**src/rtl/gmii_arb_pkg.sv**
```systemverilog
// Shared definitions for the two-channel GMII transmit arbiter: state encoding,
// parameter defaults and a counter-width helper.
package gmii_arb_pkg;

  localparam logic [1:0] IDLE  = 2'd0;
  localparam logic [1:0] GRANT = 2'd1;
  localparam logic [1:0] BUSY  = 2'd2;
  localparam logic [1:0] GAP   = 2'd3;

  typedef enum logic [1:0] {
    S_IDLE  = IDLE,
    S_GRANT = GRANT,
    S_BUSY  = BUSY,
    S_GAP   = GAP
  } arb_state_e;

  localparam int PEND_W_DEF  = 4;
  localparam int GAP_CYC_DEF = 8;
  localparam int TMO_CYC_DEF = 1024;

  // Bits needed to hold 0..max_val; never less than one bit.
  function automatic int cnt_w(input int max_val);
    return (max_val < 2) ? 1 : $clog2(max_val + 1);
  endfunction

endpackage

```
**src/rtl/gmii_arb_pend.sv**
```systemverilog
// Saturating up/down count of complete lines waiting in one channel's FIFO.
module gmii_arb_pend #(
  parameter int W = 4
) (
  input  logic         tx_clk,
  input  logic         sys_rst_n,
  input  logic         inc,
  input  logic         dec,
  output logic [W-1:0] count,
  output logic         sat
);

  assign sat = &count;

  // NOTE: sequential state uses non-blocking assignments so every flop samples
  // pre-edge values regardless of process evaluation order.
  always_ff @(posedge tx_clk or negedge sys_rst_n) begin
    if (!sys_rst_n) begin
      count <= '0;
    end else if (inc && !dec && !sat) begin
      count <= count + W'(1);
    end else if (dec && !inc && (count != '0)) begin
      count <= count - W'(1);
    end
  end

endmodule

```
**src/rtl/gmii_tx_arb.sv**
```systemverilog
// Round-robin, frame-granular arbiter sharing one GMII transmitter between two
// line FIFOs. Define GMII_ARB_TIMEOUT_EN to enable the grant watchdog.
module gmii_tx_arb
  import gmii_arb_pkg::*;
#(
  parameter int PEND_W  = PEND_W_DEF,
  parameter int GAP_CYC = GAP_CYC_DEF,
  parameter int TMO_CYC = TMO_CYC_DEF
) (
  input  logic              tx_clk,
  input  logic              sys_rst_n,
  input  logic              line_done0,
  input  logic              line_done1,
  input  logic              empty0,
  input  logic              empty1,
  input  logic [47:0]       dout0,
  input  logic [47:0]       dout1,
  output logic              rd_en0,
  output logic              rd_en1,
  input  logic              tx_rd_en,
  input  logic              tx_en,
  output logic [47:0]       tx_dout,
  output logic              tx_empty,
  output logic              tx_send,
  output logic              tx_id,
  output logic [PEND_W-1:0] pend0,
  output logic [PEND_W-1:0] pend1,
  output logic              ovf,
  output logic              tmo
);

  localparam int GAP_W = cnt_w(GAP_CYC);

  if (PEND_W < 1 || GAP_CYC < 0 || TMO_CYC < 1) begin : g_param_chk
    $error("gmii_tx_arb: illegal parameter value");
  end

  arb_state_e       state, state_nxt;
  logic             send_nxt, id_nxt;
  logic             last_id, last_nxt;
  logic [GAP_W-1:0] gap_cnt, gap_nxt;
  logic             tx_en_d;
  logic             tx_rise, tx_fall;
  logic             elig0, elig1;
  logic             pick;
  logic             active;
  logic             frame_end;
  logic             sat0, sat1;
  logic             tmo_hit;

  assign tx_rise   = tx_en & ~tx_en_d;
  assign tx_fall   = ~tx_en & tx_en_d;
  assign elig0     = (pend0 != '0) & ~empty0;
  assign elig1     = (pend1 != '0) & ~empty1;
  assign active    = (state == S_GRANT) || (state == S_BUSY);
  assign frame_end = (state == S_BUSY) & tx_fall;

  // Transmitter-facing mux; the idle channel never sees a read strobe.
  assign tx_dout  = tx_id ? dout1 : dout0;
  assign tx_empty = active ? (tx_id ? empty1 : empty0) : 1'b1;
  assign rd_en0   = tx_rd_en & ~tx_id & active;
  assign rd_en1   = tx_rd_en &  tx_id & active;

  gmii_arb_pend #(.W(PEND_W)) u_pend0 (
    .tx_clk    (tx_clk),
    .sys_rst_n (sys_rst_n),
    .inc       (line_done0),
    .dec       (frame_end & ~tx_id),
    .count     (pend0),
    .sat       (sat0)
  );

  gmii_arb_pend #(.W(PEND_W)) u_pend1 (
    .tx_clk    (tx_clk),
    .sys_rst_n (sys_rst_n),
    .inc       (line_done1),
    .dec       (frame_end & tx_id),
    .count     (pend1),
    .sat       (sat1)
  );

`ifdef GMII_ARB_TIMEOUT_EN
  localparam int TMO_W = cnt_w(TMO_CYC);

  logic [TMO_W-1:0] tmo_cnt;

  assign tmo_hit = (state == S_GRANT) & ~tx_rise & (tmo_cnt == TMO_W'(TMO_CYC - 1));

  always_ff @(posedge tx_clk or negedge sys_rst_n) begin
    if (!sys_rst_n) begin
      tmo_cnt <= '0;
      tmo     <= 1'b0;
    end else begin
      tmo_cnt <= (state_nxt == S_GRANT) && (state == S_GRANT) ? tmo_cnt + TMO_W'(1) : '0;
      tmo     <= tmo | tmo_hit;
    end
  end
`else
  assign tmo_hit = 1'b0;
  assign tmo     = 1'b0;
`endif

  // NOTE: every signal written here gets a default first, so no path leaves
  // one unassigned and no latch is inferred.
  always_comb begin
    state_nxt = state;
    send_nxt  = tx_send;
    id_nxt    = tx_id;
    last_nxt  = last_id;
    gap_nxt   = gap_cnt;
    pick      = 1'b0;
    case (state)
      S_IDLE: begin
        if (elig0 | elig1) begin
          // With both ready, the channel that did not go last wins.
          pick      = (elig0 & elig1) ? ~last_id : elig1;
          id_nxt    = pick;
          last_nxt  = pick;
          send_nxt  = 1'b1;
          state_nxt = S_GRANT;
        end
      end
      S_GRANT: begin
        if (tx_rise) begin
          send_nxt  = 1'b0;
          state_nxt = S_BUSY;
        end else if (tmo_hit) begin
          send_nxt  = 1'b0;
          last_nxt  = tx_id;
          gap_nxt   = GAP_W'(GAP_CYC);
          state_nxt = S_GAP;
        end
      end
      S_BUSY: begin
        if (tx_fall) begin
          gap_nxt   = GAP_W'(GAP_CYC);
          state_nxt = S_GAP;
        end
      end
      S_GAP: begin
        if (gap_cnt == '0) begin
          state_nxt = S_IDLE;
        end else begin
          gap_nxt = gap_cnt - GAP_W'(1);
        end
      end
      default: state_nxt = S_IDLE;
    endcase
  end

  always_ff @(posedge tx_clk or negedge sys_rst_n) begin
    if (!sys_rst_n) begin
      state   <= S_IDLE;
      tx_send <= 1'b0;
      tx_id   <= 1'b0;
      last_id <= 1'b1;
      gap_cnt <= '0;
      tx_en_d <= 1'b0;
      ovf     <= 1'b0;
    end else begin
      state   <= state_nxt;
      tx_send <= send_nxt;
      tx_id   <= id_nxt;
      last_id <= last_nxt;
      gap_cnt <= gap_nxt;
      tx_en_d <= tx_en;
      ovf     <= ovf | (sat0 & line_done0) | (sat1 & line_done1);
    end
  end

endmodule
```
**config.mk**
```make
export PLATFORM = sky130hd
export DESIGN_NAME = gmii_tx_arb
export DESIGN_NICKNAME = d
export VERILOG_FILES = /design/src/rtl/gmii_arb_pkg.sv /design/src/rtl/gmii_arb_pend.sv /design/src/rtl/gmii_tx_arb.sv
export SDC_FILE = /design/constraint.sdc
export NUM_CORES = 1
export LEC_CHECK = 0
export ABC_CLOCK_PERIOD_IN_PS = 2800
export CAP_MARGIN = 5
export CORE_MARGIN = 4
export CORE_UTILIZATION = 32
export CTS_BUF_LIST = sky130_fd_sc_hd__clkbuf_16
export CTS_CLUSTER_DIAMETER = 200
export DETAILED_ROUTE_END_ITERATION = 10
export GPL_TIMING_DRIVEN = 0
export PLACE_DENSITY = 0.82
export RECOVER_POWER = 25
export SYNTH_ARGS = -nofsm -noshare
export SYNTH_HDL_FRONTEND = slang
export SYNTH_SLANG_ARGS = --single-unit
```
**constraint.sdc**
```tcl
create_clock -name tx_clk -period 2.8 [get_ports tx_clk]
set_input_delay 0.56 -clock tx_clk [delete_from_list [all_inputs] [get_ports tx_clk]]
set_output_delay 0.56 -clock tx_clk [all_outputs]
set_load 0.005 [all_outputs]
```
==> results of run 1 <==
## area by class of cell
type,count,area [µm²]
Timing Repair Buffer,165,1650
Buffer,9,56.3
Clock inverter,1,3.75
Tap cell,72,90.1
Fill cell,459,1930
Multi-Input combinational cell,142,1330
Inverter,8,30.0
Clock buffer,3,75.1
Sequential cell,19,477
## report_power, final
group          total, mW  internal (mW)  switching (mW)  leakage, nW
Combinational       2.10           1.31           0.794         1.26
Sequential         0.598          0.414           0.184        0.217
Clock              0.293          0.190           0.103       0.0423
## worst min-delay path by stage
stage,from,depth (start not counted),slack (ns),endpoint
CTS,ovf$_DFF_PN0_,2,0.50,ovf$_DFF_PN0_
global placement,ovf$_DFF_PN0_,2,0.48,ovf$_DFF_PN0_
detailed placement,ovf$_DFF_PN0_,2,0.49,ovf$_DFF_PN0_
floorplan,sys_rst_n,0,0.26,gap_cnt[0]$_DFFE_PN0P_
global route,ovf$_DFF_PN0_,2,0.53,ovf$_DFF_PN0_
finish,ovf$_DFF_PN0_,2,0.48,ovf$_DFF_PN0_
## cell usage after synthesis, types with 2 or more instances
| library cell | instances |
|---|---|
| and2_1 | 2 |
| dfrtp_1 | 18 |
| nand4_1 | 2 |
| nor4_4 | 2 |
| inv_1 | 8 |
| xnor2_1 | 4 |
| a21oi_1 | 9 |
| mux2_2 | 51 |
| ha_1 | 10 |
| nor3_2 | 2 |
| nand2b_1 | 4 |
| nand3_1 | 2 |
| buf_2 | 6 |
| o21ai_0 | 3 |
| buf_4 | 2 |
| mux2i_1 | 7 |
| a21o_1 | 2 |
| nand2_1 | 6 |
| nor2_1 | 7 |
| fa_1 | 2 |
## per-stage QoR
| step | util (%) | cells | hold WS, ns |
|---|---|---|---|
| 6_report | 65.9 | 419 | 0.485 |
| 5_1_grt | 65.9 | 419 | 0.531 |
| 4_1_cts | 66.1 | 419 | 0.499 |
| 3_3_place_gp | 64.7 | 415 | 0.475 |
| 3_5_place_dp | 64.7 | 415 | 0.486 |
| 2_1_floorplan | - | 178 | 0.264 |
## metal layers
metal	part of all wire, %	vias to the layer above	wire length, µm
met3	8.1	12	624
met1	39	971	3020
met4	1.7	0	133
met2	51	77	3940
li1	-	997	-
met5	0	-	0
## critical path, stage by stage
cell           delay, ns
dlygate4sd3_1       0.62
nand4b_4            0.19
nand3_1             0.20
ha_1                0.34
a21o_2              0.21
a21oi_1             0.25
mux2i_1             0.22
mux2i_1             0.09
## registers in the layout, indices dropped and copies added, names as in the netlist
signal and cells:
gap_cnt 4, last_id 1, ovf 1, state 2, tx_en_d 1, tx_id 1
tx_send 1, u_pend0.count 4, u_pend1.count 4
## cell families after synthesis
| group | after synthesis | synth area share, % |
|---|---|---|
| adders and majority gates | 12 | 8.64 |
| xor gates and xnor gates | 5 | 2.29 |
| and+or+nand+nor | 35 | 13.2 |
| other | 1 | 0.196 |
| buffers and inverters | 17 | 4.52 |
| muxes | 60 | 35.1 |
| AOI/OAI and AO/OA | 29 | 11.1 |
| DFF | 19 | 25.0 |
==> results.md, run 1 <==
| Metric | Reported |
| --- | --- |
| Vias in the first global route | 2068 |
| Number of setup violations in the final report | 0 |
| Flip-flop and latch count after synthesis | 19 |
| Nets | 464 |
| Antenna violations before repair | 0 |
| Total number of clock tree sinks | 19 |
| Top FF cell, synth | dfrtp_1 |
| Critical-path maximum fanout | 5 |
| Count of port buffers added during placement | 165 |
| Detailed-route vias per instance | 4.91 |
| Count of unresolved DRC violations after routing | 0 |
| Largest net degree at the start of global routing | 20 |
| Most common cell after layout, fill and taps aside | clkdlybuf4s50_1 |
| Via count | 2057 |
| Global route overflow | 0 |
| Post-CTS Hold Fix Bufs | 0 |
| Global routing usage summed across all routing layers | 20.6% |
| Gate count after technology mapping | 178 |
| CP Launch Point | tx_en |
| Standard cell area after detailed placement | 3650 µm² |
| Warnings, synthesis | 0 |
| Setup Buffers After CTS | 0 |
| Startpoint type of the worst setup path | input port |
| Total design power | 2.99 mW |
| Cell taking the most area after synthesis | mux2_2 |
| Ratio of final minimum period to clock period | 91.1% |
| Iteration-0 DRC count of the detailed router | 14 |
| Busiest grt layer | met2 |
| Final min period | 2.55 ns |
| Initial cell density of the core | 33.9% |
| Synth Cell Area | 1910 µm² |
| Share of the yosys chip area belonging to registers | 25.0% |
| Ys async rst share | 100% |
| First-pass GRT wire length | 11900 µm |
| Share of post-route cells with drive strength above 1 | 21.6% |
| Final-report hold violation count | 0 |
| Yosys cell types | 49 |
| Number of antenna-violating nets in the routed design | 0 |
| CTS tree | done |
| I/O pin total | 167 |
| Outcome | finished, final reports clean |
| Critical path start-end classification | input port to register |
| TritonCTS buffer count | 3 |
| Worst supply voltage drop on vdd | 576 µV |
| Post-route design area | 3720 µm² |
| Avg Synthesized Cell Area | 10.7 µm² |
| Setup TNS | 0 ns |
| Setup clock skew after layout | 0.00252 ns |
| Critical Path AT | 2.68 ns |
| Fraction of synthesized cell area taken by the top area cell type | 30.1% |
| Worst relative slew slack | 39.8% |
| Average routed wire per standard cell | 18.4 µm |
| Standard-cell rows | 27 |
| Leakage power summed over all cells | 1.51 nW |
| Startpoint of the worst register-to-register path | state[0]$_DFFE_PN0P_ |
| End of the worst register-to-register path | u_pend1.count[3]$_DFFE_PN0P_ |
| CP Capture Type | register |
| Core footprint | 5640 µm² |
| Global routing met1 resource utilization | 23.9% |
| Number of maximum-capacitance constraint violations | 0 |
| Count of antenna diodes in the layout | 0 |
| M3 GR Usage | 5.83% |
| Data required time at the worst endpoint | 2.93 ns |
| Area added between synthesis and finish | 94.5% |
| Highest clock frequency the design can meet | 392 MHz |
| Pre-CTS setup slack | 0.0888 ns |
| Met2 track demand over resource | 37.2% |
| Unrepaired setup endpoints after global routing | no |
| Power density normalized to cell area | 806 nW/µm² |
| Post-Syn Nets | 294 |
| Total number of H-tree levels | 1 |
| WL final | 7720 µm |
| Worst-skew pair later-pin latency | 0.25 ns |
| Worst Hold Class | register to register |
| Post-cts gate resize count | 0 |
| Final worst slack | 0.248 ns |
| CTS max path bufs | 2 |
| Final GP Congestion | 0.860 |
| Full die area | 7270 µm² |
| Worst setup path end | u_pend1.count[3]$_DFFE_PN0P_ |
| Worst-case reg-to-reg path depth | 10 |
| DIE HEIGHT | 85.3 µm |
| Reg-to-reg slack, setup | 0.37 ns |
| Number of detailed-route iterations in the first pass | 4 |
| Clock transition time at the flip-flop clock pins of the worst setup and hold paths | 0.05 ns |
| Die extent in x | 85.3 µm |
| CTS root buf | clkbuf_16 |
| Dominant cells by area after synthesis | mux2_2 (30%), dfrtp_1 (24%), ha_1 (6.5%), mux2i_1 (3.7%), a21oi_1 (2.4%) |
| Detailed-placement wirelength estimate | 6570 µm |
| EDFF count, synth | 0 |
| Slew Limit Fails | 0 |
| Top library cells by usage in the layout, fill and taps aside | clkdlybuf4s50_1 (161), mux2_2 (51), dfrtp_1 (18) |
| Actual slew at the worst max-slew pin | 0.900 ns |
(Power assumes the default switching activity.)
==> inputs of run 2 (changes only) <==
--- a/config.mk
+++ b/config.mk
@@ -6,7 +6,6 @@
 export NUM_CORES = 1
 export LEC_CHECK = 0
 export ABC_CLOCK_PERIOD_IN_PS = 2800
-export CAP_MARGIN = 5
 export CORE_MARGIN = 4
 export CORE_UTILIZATION = 32
 export CTS_BUF_LIST = sky130_fd_sc_hd__clkbuf_16
==> results of run 2 <==
The final DEF is identical to that of run 1; final timing and power are the same.
==> inputs of run 3 (changes only) <==
--- a/config.mk
+++ b/config.mk
@@ -6,6 +6,7 @@
 export NUM_CORES = 1
 export LEC_CHECK = 0
 export ABC_CLOCK_PERIOD_IN_PS = 2800
+export CAP_MARGIN = 5
 export CORE_MARGIN = 4
 export CORE_UTILIZATION = 32
 export CTS_BUF_LIST = sky130_fd_sc_hd__clkbuf_16
==> results of run 3 <==
The final DEF is identical to that of run 1; final timing and power are the same.
